### config.mk
export PLATFORM = sky130hd
export DESIGN_NAME = vga_timing_gen
export DESIGN_NICKNAME = d
export VERILOG_FILES = /design/src/rtl/vga_timing_pkg.sv /design/src/rtl/clk_enable_div.sv /design/src/rtl/vga_timing_gen.sv
export SDC_FILE = /design/constraint.sdc
export NUM_CORES = 1
export LEC_CHECK = 0
export ABC_CLOCK_PERIOD_IN_PS = 2500
export CAP_MARGIN = 30
export CORE_AREA = 5 5 68 70
export CTS_BUF_LIST = sky130_fd_sc_hd__clkbuf_4 sky130_fd_sc_hd__clkbuf_8 sky130_fd_sc_hd__clkbuf_16
export DETAILED_ROUTE_END_ITERATION = 8
export DIE_AREA = 0 0 73 75
export PLACE_DENSITY = 0.64
export SLEW_MARGIN = 10
export SYNTH_ARGS = -nofsm -noshare
export SYNTH_HDL_FRONTEND = slang
export SYNTH_SLANG_ARGS = --single-unit
### constraint.sdc
create_clock -name clk -period 2.5 [get_ports clk]
set_input_delay 0.5 -clock clk [delete_from_list [all_inputs] [get_ports clk]]
set_output_delay 0.5 -clock clk [all_outputs]
set_load 0.01 [all_outputs]
### src/rtl/vga_timing_pkg.sv
// vga_timing_pkg: 640x480@60 Hz raster constants shared by the timing generator,
// the rectangle comparators and the renderer. Sync windows are half-open [start, end).
package vga_timing_pkg;

  localparam int unsigned H_VISIBLE = 640;
  localparam int unsigned H_FP      = 16;
  localparam int unsigned H_SYNC    = 96;
  localparam int unsigned H_BP      = 48;
  localparam int unsigned H_TOTAL   = H_VISIBLE + H_FP + H_SYNC + H_BP;

  localparam int unsigned V_VISIBLE = 480;
  localparam int unsigned V_FP      = 10;
  localparam int unsigned V_SYNC    = 2;
  localparam int unsigned V_BP      = 33;
  localparam int unsigned V_TOTAL   = V_VISIBLE + V_FP + V_SYNC + V_BP;

  // 10-bit forms used directly by the counter compare logic
  localparam logic [9:0] H_VIS_END    = 10'(H_VISIBLE);
  localparam logic [9:0] H_SYNC_START = 10'(H_VISIBLE + H_FP);
  localparam logic [9:0] H_SYNC_END   = 10'(H_VISIBLE + H_FP + H_SYNC);
  localparam logic [9:0] H_MAX        = 10'(H_TOTAL - 1);

  localparam logic [9:0] V_VIS_END    = 10'(V_VISIBLE);
  localparam logic [9:0] V_SYNC_START = 10'(V_VISIBLE + V_FP);
  localparam logic [9:0] V_SYNC_END   = 10'(V_VISIBLE + V_FP + V_SYNC);
  localparam logic [9:0] V_MAX        = 10'(V_TOTAL - 1);

  // True when lo <= x < hi
  function automatic logic in_window(input logic [9:0] x, input logic [9:0] lo,
                                     input logic [9:0] hi);
    return (x >= lo) && (x < hi);
  endfunction

endpackage

### src/rtl/clk_enable_div.sv
// clk_enable_div: free-running divider producing a one-clock enable every CLK_DIV clocks.
// Ports:
//   clk   - system clock
//   reset - asynchronous active-high reset, clears the divider to 0
//   tick  - high while the divider sits at CLK_DIV-1 (always high when CLK_DIV is 1)
// CLK_DIV legal range is 1..16 (4-bit divider).
module clk_enable_div #(
  parameter int unsigned CLK_DIV = 4
) (
  input  logic clk,
  input  logic reset,
  output logic tick
);

  localparam logic [3:0] DIV_MAX = 4'(CLK_DIV - 1);

  logic [3:0] div_q, div_d;

  always_comb begin
    div_d = div_q + 4'd1;
    if (div_q == DIV_MAX) div_d = 4'd0;
  end

  always_ff @(posedge clk or posedge reset) begin
    if (reset) div_q <= 4'd0;
    else       div_q <= div_d;
  end

  // Decoded from the registered count so tick is glitch-free and a full period after reset
  assign tick = (div_q == DIV_MAX);

endmodule

### src/rtl/vga_timing_gen.sv
// vga_timing_gen: 640x480@60 Hz raster scan generator.
// Ports:
//   clk         - system clock, rising edge
//   reset       - asynchronous active-high reset
//   pixel_tick  - one-clock enable; counters advance on the edge where it is high
//   h_count     - horizontal position 0..799
//   v_count     - vertical position 0..524
//   hsync/vsync - registered sync pulses, SYNC_ACTIVE level while in the sync window
//   video_on    - registered, high inside the 640x480 visible area
//   frame_start - one-clock pulse after the counters wrap to (0,0)
module vga_timing_gen
  import vga_timing_pkg::*;
#(
  parameter int unsigned CLK_DIV     = 4,
  parameter logic        SYNC_ACTIVE = 1'b0
) (
  input  logic       clk,
  input  logic       reset,
  output logic       pixel_tick,
  output logic [9:0] h_count,
  output logic [9:0] v_count,
  output logic       hsync,
  output logic       vsync,
  output logic       video_on,
  output logic       frame_start
);

  logic [9:0] h_count_q, h_count_d;
  logic [9:0] v_count_q, v_count_d;
  logic       hsync_q, hsync_d;
  logic       vsync_q, vsync_d;
  logic       video_on_q, video_on_d;
  logic       frame_start_q, frame_wrap;

  clk_enable_div #(
    .CLK_DIV(CLK_DIV)
  ) u_pixel_div (
    .clk  (clk),
    .reset(reset),
    .tick (pixel_tick)
  );

  always_comb begin
    h_count_d  = h_count_q;
    v_count_d  = v_count_q;
    frame_wrap = 1'b0;
    if (pixel_tick) begin
      if (h_count_q == H_MAX) begin
        h_count_d = 10'd0;
        if (v_count_q == V_MAX) begin
          v_count_d  = 10'd0;
          frame_wrap = 1'b1;
        end else begin
          v_count_d = v_count_q + 10'd1;
        end
      end else begin
        h_count_d = h_count_q + 10'd1;
      end
    end
  end

  // Flags are decoded from the next counts so they change on the same edge as the counters
  always_comb begin
    hsync_d    = in_window(h_count_d, H_SYNC_START, H_SYNC_END) ? SYNC_ACTIVE : ~SYNC_ACTIVE;
    vsync_d    = in_window(v_count_d, V_SYNC_START, V_SYNC_END) ? SYNC_ACTIVE : ~SYNC_ACTIVE;
    video_on_d = (h_count_d < H_VIS_END) && (v_count_d < V_VIS_END);
  end

  always_ff @(posedge clk or posedge reset) begin
    if (reset) begin
      h_count_q     <= 10'd0;
      v_count_q     <= 10'd0;
      hsync_q       <= ~SYNC_ACTIVE;
      vsync_q       <= ~SYNC_ACTIVE;
      video_on_q    <= 1'b1;
      frame_start_q <= 1'b0;
    end else begin
      h_count_q     <= h_count_d;
      v_count_q     <= v_count_d;
      hsync_q       <= hsync_d;
      vsync_q       <= vsync_d;
      video_on_q    <= video_on_d;
      frame_start_q <= frame_wrap;
    end
  end

  assign h_count     = h_count_q;
  assign v_count     = v_count_q;
  assign hsync       = hsync_q;
  assign vsync       = vsync_q;
  assign video_on    = video_on_q;
  assign frame_start = frame_start_q;

endmodule

==> run summary, run 1 <==
Minimum clock period after layout: 2.53 ns. In this run the core area contains 23 standard-cell rows. In this run, CTS created clock tree buffers numbering 3.

The checks that failed: setup timing. For the pin with the worst max-slew slack, the measured transition is 0.521 ns. Share of the yosys chip area belonging to registers: 0.438. The part of the power in registers is 0.555.

The largest net degree at the start of global routing was 29; the simple-gate portion of the synthesized area was 0.271. The share of synthesized registers carrying an async set or reset was 1.00; the routed wire length per instance was 15.5 microns. TritonCTS built the clock tree.

The first detailed-routing pass took 4 iterations. Between clock sinks in the finished design, the worst skew comes to 0.00225 ns. The clock network fraction of total power is 0.431, and the initial standard-cell utilization of the core is 0.411. The critical path is of the register to register type. The startpoint type of the worst setup path was a register.

The max-cap violation count is 0, and the area of the die is 0.00548 sq mm. For this design the total switching power over the nets is 0.147 mW. Cell count after synthesis: 169. Setup repair after global routing could not meet its margin everywhere. In this run the most used layer during global routing was met2. For this run, the leading register cell type out of synthesis is dfrtp_1.

The completed layout was analyzed and its total power is 0.816 mW. After clock tree synthesis, the clock-pin slew on the worst setup and hold paths is 0.09 ns. In this run the static leakage power is 0.901 nW. The xor/xnor share of the synthesized area came out at 0.0762. The tools report the slack of the critical path as -0.0264 ns. The run gives 0.00206 sq mm as the area of placed instances. The port buffer count came out at 26. The logs give 1515 for the number of global-route vias before repair and 0 for the count of hold-fix buffers inserted at cts. The compound-gate portion of the synthesized area works out to 0.135. Number of setup violations in the final report: 1.

Across the VDD grid, the largest voltage drop is 0.178 mV. The final non-filler cell area came out at 0.00216 sq mm. The type of the tightest min-delay check is register to register. The run gives 1 as the deepest level of the CTS H-tree. The met1 global-route usage is 0.202, and the maximum clock frequency is 396 MHz. The master cell of the clock root buffer is clkbuf_8. The run finished, with violations left.

The overall fraction of global-route tracks in use was 0.160; the total via count in the routed design was 1458. Relative to the synthesized area, the layout overhead comes to 34.5%. After global routing the overflow that remains totals 0. The via-per-instance ratio came out at 5.54.

For this run, the number of Yosys warnings is 0. Routability-driven placement finished with a final weighted congestion of 0.972. The switching part of the total power came out at 0.180. The number of antenna repair diodes was 0.

The die boundary height is 75 microns. The count of antenna-violating nets left after detailed routing was 0; the net count of the finished layout was 220. The HPWL after detailed placement is 3060 microns.

The final core utilization is 0.553. STA classifies the critical path endpoint as a register. In this run, the number of DRC markers left after iteration 0 of detailed routing was 89. From left edge to right edge, the die measures 73 microns.

The area inside the core boundary came out at 0.00391 sq mm. The final hold slack was 0.509 ns. After synthesis, the largest family of logic cells by area is simple AND/OR/NAND/NOR gates. The portion of netlist area occupied by mux cells came out at 0.00622. Pin placement for this block handled 27 I/O pins. The normalized max-slew margin was 0.648; the top-area cell type share of the netlist area was 0.389.

The synthesized design contains 28 register bits. For this design the ratio of total power to cell area is 377 mW/mm^2. The logs give 0.0320 for the met3 usage and 2.69 ns for the required time at the worst-slack endpoint.

For the worst-skew pair, the clock arrives at the later sink with an insertion delay of 0.27 ns. The first global-routing pass estimated 6960 microns of wire. For the worst setup path, the data arrival time is 2.72 ns. Yosys mapped a number of flops with a built-in enable equal to 0. Wires add up to 4070 microns.

The number of sinks on the clock net was 28. The number of nets in the synthesized netlist is 175. The setup TNS was -0.0264 ns. For the design internal power, the log shows 0.669 mW. Ranked by instance count, the synthesized netlist is headed by dfrtp_1, nand2_1, nand3_1, nor2_1. The tools report the number of distinct standard cells referenced by the synthesized netlist as 51. For the routing usage on met2, the log shows 0.274. The logs give 0 for the initial antenna violation count and 2 for the maximum count of clock buffers along a single path.

The most common cell in the synthesized netlist is dfrtp_1. The final-report max-slew violation count is 0, and the DRC violation count after routing is 0. The area share of fa/ha/maj cells after synthesis works out to 0.0311. Area of the mapped netlist: 0.00161 sq mm. The largest area contributor in the netlist was dfrtp_1.

For the number of hold-slack violations in the final timing report, the log shows 0. The largest fanout of any net on the critical path is 4. The share of cells above drive strength 1 is 0.202. A synthesized cell averages 9.52 sq um.

For the part of the total power dissipated in combinational logic, the log shows 0.014. By area the synthesized netlist is led by dfrtp_1, dfstp_2, nand2_1. Final cycle utilization of the critical path: 1.01.
-- sequential cells by signal, summed over array words and instances (netlist names) --
name,count
frame_start,1
h_count,10
hsync,1
u_pixel_div.div_q,4
v_count,10
video_on,1
vsync,1
-- placed cells by master, fill, tap and decap left out, types with 2 or more instances in the layout --
cell type,instances
dfstp_2,3
nand3b_1,2
clkbuf_8,3
o21ai_0,3
ha_1,4
a41oi_1,2
nor4_1,2
and4_1,3
dfrtp_2,2
clkdlybuf4s50_1,25
or4_1,2
nand2_1,20
or4_4,3
nor2_2,2
o21ai_1,6
nor4_2,2
nand3_1,8
nand4b_1,2
xor2_1,7
xnor2_1,7
dfrtp_1,23
a21oi_1,4
buf_4,21
nor2_1,8
and3_1,2
nand4_1,5
nor3_1,2
nand2b_1,4
a31oi_1,2
inv_1,7
-- metal layers --
metal,part of all wire,routed length [microns]
met5,0,0
met4,0.014,55
met3,0.050,203
met2,0.51,2070
met1,0.43,1740
-- per-stage QoR --
stage	setup WS, ns	instances
after floorplan	0.0172	169
after global placement	0.00169	258
after detailed placement	-0.0535	258
after CTS	-0.0202	262
after global routing	-0.104	263
final	-0.0264	263
-- critical path, stage by stage (launching register included) --
cell     delay, ns
dfrtp_1       0.37
ha_1          0.16
or3b_4        0.38
or4_4         0.56
or4_4         0.44
xnor2_1       0.13
or4_1         0.40
-- power by group through the flow --
stage,Sequential (mW),Clock [mW],Combinational (mW)
after detailed placement,0.462,0,0.0121
after global placement,0.462,0,0.0119
after CTS,0.453,0.366,0.0121
final,0.453,0.352,0.0113
after global routing,0.453,0.379,0.0137
after floorplan,0.462,0,0.00667
-- area by class of cell --
cell class	count	area, sq um
timing repair buffer	48	428
multi-input combinational	125	866
inverter	8	30.0
fill	390	1750
clock buffer	3	41.3
clock inverter	1	30.0
sequential	28	707
tap	50	62.6
-- path summary, 6_finish.rpt --
kind	cells after the start	slack [ns]	to	startpoint
max	6	-0.03	vsync	u_pixel_div.div_q[0]
min	1	0.51	u_pixel_div.div_q[1]	u_pixel_div.div_q[1]
max reg2reg	6	-0.03	vsync	u_pixel_div.div_q[0]
min reg2reg	1	0.51	u_pixel_div.div_q[1]	u_pixel_div.div_q[1]
max in group asynchronous	3	1.61	video_on	reset
min in group asynchronous	3	0.58	v_count[6]	reset
-- kinds of logic (layout without fill, tap and decap cells) --
| group | count (synthesis) | after routing |
|---|---|---|
| AO/OA/AOI/OAI | 31 | 31 |
| XOR/XNOR | 14 | 14 |
| adder cells (fa/ha/maj) | 4 | 4 |
| flip-flops | 28 | 28 |
| multiplexers | 1 | 1 |
| buffers and inverters | 16 | 60 |
| AND/OR/NAND/NOR | 75 | 75 |
-- timing repair --
item,CTS,global route
endpoints found under the hold margin,0,0
pin swaps,3,0
gates resized for setup,5,2
endpoints found under the setup margin,2,2
setup buffers,0,1
Power figures use the tool's default switching activity.
==> run 2: changes to the inputs <==
--- a/config.mk
+++ b/config.mk
@@ -7,11 +7,11 @@
 export LEC_CHECK = 0
 export ABC_CLOCK_PERIOD_IN_PS = 2500
 export CAP_MARGIN = 30
-export CORE_AREA = 5 5 68 70
+export CORE_AREA = 5 5 66 68
 export CTS_BUF_LIST = sky130_fd_sc_hd__clkbuf_4 sky130_fd_sc_hd__clkbuf_8 sky130_fd_sc_hd__clkbuf_16
 export DETAILED_ROUTE_END_ITERATION = 8
-export DIE_AREA = 0 0 73 75
-export PLACE_DENSITY = 0.64
+export DIE_AREA = 0 0 71 73
+export PLACE_DENSITY = 0.68
 export SLEW_MARGIN = 10
 export SYNTH_ARGS = -nofsm -noshare
 export SYNTH_HDL_FRONTEND = slang
==> run 2 against run 1 <==
  * The flow still finishes with violations (setup timing)
  * Final cell count rose by 1.9%
  * Global-route usage is 1.2 points higher
  * Core utilization up 1.9 points
  * Sequential power about the same
  * Power down 12%
  * Die area decreased by 5.3%
  * Combinational power is essentially flat
  * Largest power group unchanged
  * Via count up 1.3%
  * Count of clock-buffer cells in the layout is 1 higher
  * Non-clock buffer count grew 5
  * Clock skew grew 0.0041 ns
  * Sequential share of layout area is 0.13 points lower
==> run summary, run 2 (same netlist as run 1, synthesis figures left out) <==
The flow ran to the end, but the final reports show violations. The logs give 261 (+1.2%) for the number of instances in the placed design and 0 (unchanged) for the count of hold-fix buffers inserted at cts. The worst register-to-register path begins at u_pixel_div.div_q[0].

TritonCTS built the clock tree. The tools report the area of the die as 0.00518 sq mm (-5.3%). The max-cap violation count is 0 (unchanged). Type of the tightest min-delay check: register to register. The x dimension of the die was 71 microns (-2.7%); the slew at the pin closest to its max-slew limit was 0.425 ns (-0.0954 ns). Setup repair after global routing could not meet its margin everywhere. The global placer's final weighted congestion came out at 0.897 (-7.7%). The normalized max-slew margin is 0.713 (+0.0644), and the cell depth of the worst flop-to-flop path is 6 (unchanged). The setup skew after layout was 0.00636 ns (+0.00412 ns); the maximum clock frequency was 396 MHz (about the same). For the clock network fraction of total power, the log shows 0.356 (-0.075). The logs give 0.628 (+0.073) for the part of the power in registers and 0.424 (+0.0125) for the initial standard-cell utilization of the core. The logs give 3090 microns (+0.94%) for the placed wire-length estimate after detailed placement and 0.140 mW (-4.3%) for the power dissipated by switching net loads. The power per standard cell area is 332 mW/mm^2 (-12%), and the share of cells above drive strength 1 is 0.216 (+0.0137). The minimum clock period after layout works out to 2.53 ns (+0.0000735 ns).

The run gives 863 sq um (-0.29%) as the multi-input logic area. The worst hold path terminates at u_pixel_div.div_q[3]. In this run the critical register-to-register path is captured at vsync. The largest fanout of any net on the critical path is 4 (unchanged), and the slack of the critical path is -0.0265 ns (-0.0000735 ns). The tools report the number of global-route vias before repair as 1558 (+2.8%). The tools report the layout filler cell count as 351 (-10%). The logs give 1477 (+1.3%) for the total via count in the routed design and 2.71 ns (about the same) for the arrival time of the worst setup path. The final-report max-slew violation count was 0 (unchanged). The required time at the worst-slack endpoint is 2.69 ns (about the same), and the number of detailed-route iterations in the first pass is 4 (unchanged). The most critical setup path has its startpoint at u_pixel_div.div_q[0]. Die boundary height: 73 microns (-2.7%). The logs give 0 (unchanged) for the number of antenna repair diodes and 268 (+1.9%) for the count of placed standard cells in the final layout, fillers left out. The run gives 0 (unchanged) as the initial antenna violation count. The most common cell after layout, fill and taps aside was buf_4. The critical path is of the register to register type. The worst hold path depth came out at 1 (unchanged). Master cell of the clock root buffer: clkbuf_8. The library cells used most frequently in the layout, excluding fill and tap cells, are buf_4, clkdlybuf4s50_1, dfrtp_1, nand2_1. The area growth from synthesis to layout is 35.1%. The area of all sequential standard cells is 707 sq um (unchanged).

The final reports fail on setup timing. The first-iteration detailed-routing DRC count came out at 84 (-5.6%). STA classifies the critical path startpoint as a register.

In this run the most critical hold path is launched from u_pixel_div.div_q[3]. The global-route wire length before repair was 7130 microns (+2.4%). The logs give 0.172 (+0.0118) for the overall fraction of global-route tracks in use and 0.230 mV (+29%) for the peak ir drop on the vdd network. The area inside the core boundary came out at 0.00380 sq mm (-2.9%). The worst setup path is captured at a register. The run gives 0 (unchanged) as the DRC violation count after routing.

The logs give 0 (unchanged) for the total congestion overflow and 27 (unchanged) for the number of I/O pins. For the number of hold-slack violations in the final timing report, the log shows 0 (unchanged). The net count of the finished layout is 225 (+2.3%), and the number of setup violations in the final report is 1 (unchanged).

The final core utilization is 0.572 (+0.0191), and the largest net degree at the start of global routing is 29 (unchanged). The count of antenna-violating nets left after detailed routing came out at 0 (unchanged). The routed wire length per instance is 15.3 microns (-1.2%), and the clock latency of the later-clocked register in the worst-skew pair is 0.27 ns (about the same). For the total clock buffers created by CTS, the log shows 3 (unchanged). The maximum count of clock buffers along a single path is 2 (unchanged), and the part of the total power dissipated in combinational logic is 0.016 (+0.002). The final cycle utilization of the critical path is 1.01 (about the same).

Final hold slack: 0.539 ns (+0.0302 ns). The switching part of the total power came out at 0.195 (+0.0150). The via-per-instance ratio was 5.51 (-0.59%); the number of sinks on the clock net was 28 (unchanged). The logs give 23 (unchanged) for the site row count and 4100 microns (+0.64%) for the routed wire length.

The leakage component of the power came out at 0.895 nW (-0.71%). The deepest level of the CTS H-tree was 1 (unchanged). The worst-case register-to-register setup slack is -0.03 ns (about the same), and the post-CTS clock slew at the launch and capture registers of the worst setup and hold paths is 0.09 ns (about the same). The logs give 0.580 mW (-13%) for the design internal power and 0.720 mW (-12%) for the overall power of the completed layout. The port buffer count works out to 26 (unchanged).
[run 2: area by class of cell]
| type | count | share of cell area |
|---|---|---|
| multi-input cells | 125 | 0.397 |
| flip-flops and latches | 28 | 0.325 |
| repair buffers | 53 | 0.212 |
| well taps | 50 | 0.0288 |
| clock buffers | 4 | 0.0225 |
| inverters | 8 | 0.0138 |
[run 2: how the worst max path moves through the flow]
stage             to  slack, ns  cells after the start
2_1_floorplan  vsync       0.02                      6
3_3_place_gp   vsync       0.03                      6
3_5_place_dp   vsync      -0.02                      6
4_1_cts        vsync      -0.03                      6
5_1_grt        vsync      -0.12                      7
6_report       vsync      -0.03                      6
[run 2: through the flow]
stage | setup TNS, ns | worst slack, ns | cell area (sq um)
finish | -0.0265 | -0.0265 | 2170
detailed placement | -0.0211 | -0.0211 | 2080
global placement | 0 | 0.0315 | 2080
global route | -0.116 | -0.116 | 2170
CTS | -0.0254 | -0.0254 | 2140
floorplan | 0 | 0.0172 | 1620
[run 2: worst max-delay path, cell delays in order (launching register included)]
cell and delay [ns]:
dfrtp_1 0.37, ha_2 0.18, or3b_4 0.38, or4_4 0.55, or4_4 0.44, xnor2_1 0.13, or4_1 0.40
[run 2: what timing repair did]
item | CTS | global route
buffers inserted | 1 | 2
endpoints found under the hold margin | 0 | 0
resized for setup | 3 | 3
setup endpoints to repair | 2 | 2
pin swaps | 2 | 0
cloned | 0 | 0
[run 2: per-layer routing]
layer,GRT usage,share of wire,vias to the layer above,wire [microns]
li1,-,-,714,-
met4,0.0459,0.0061,0,25
met3,0.0344,0.046,4,188
met2,0.318,0.53,37,2160
met5,0,0,-,0
met1,0.202,0.42,722,1720
[run 2: power by group through the flow]
stage	Clock [mW]	Combinational, mW	Sequential [mW]
global route	0.292	0.0142	0.453
global placement	0	0.0118	0.462
finish	0.256	0.0113	0.453
CTS	0.268	0.0122	0.453
detailed placement	0	0.0122	0.462
floorplan	0	0.00667	0.462
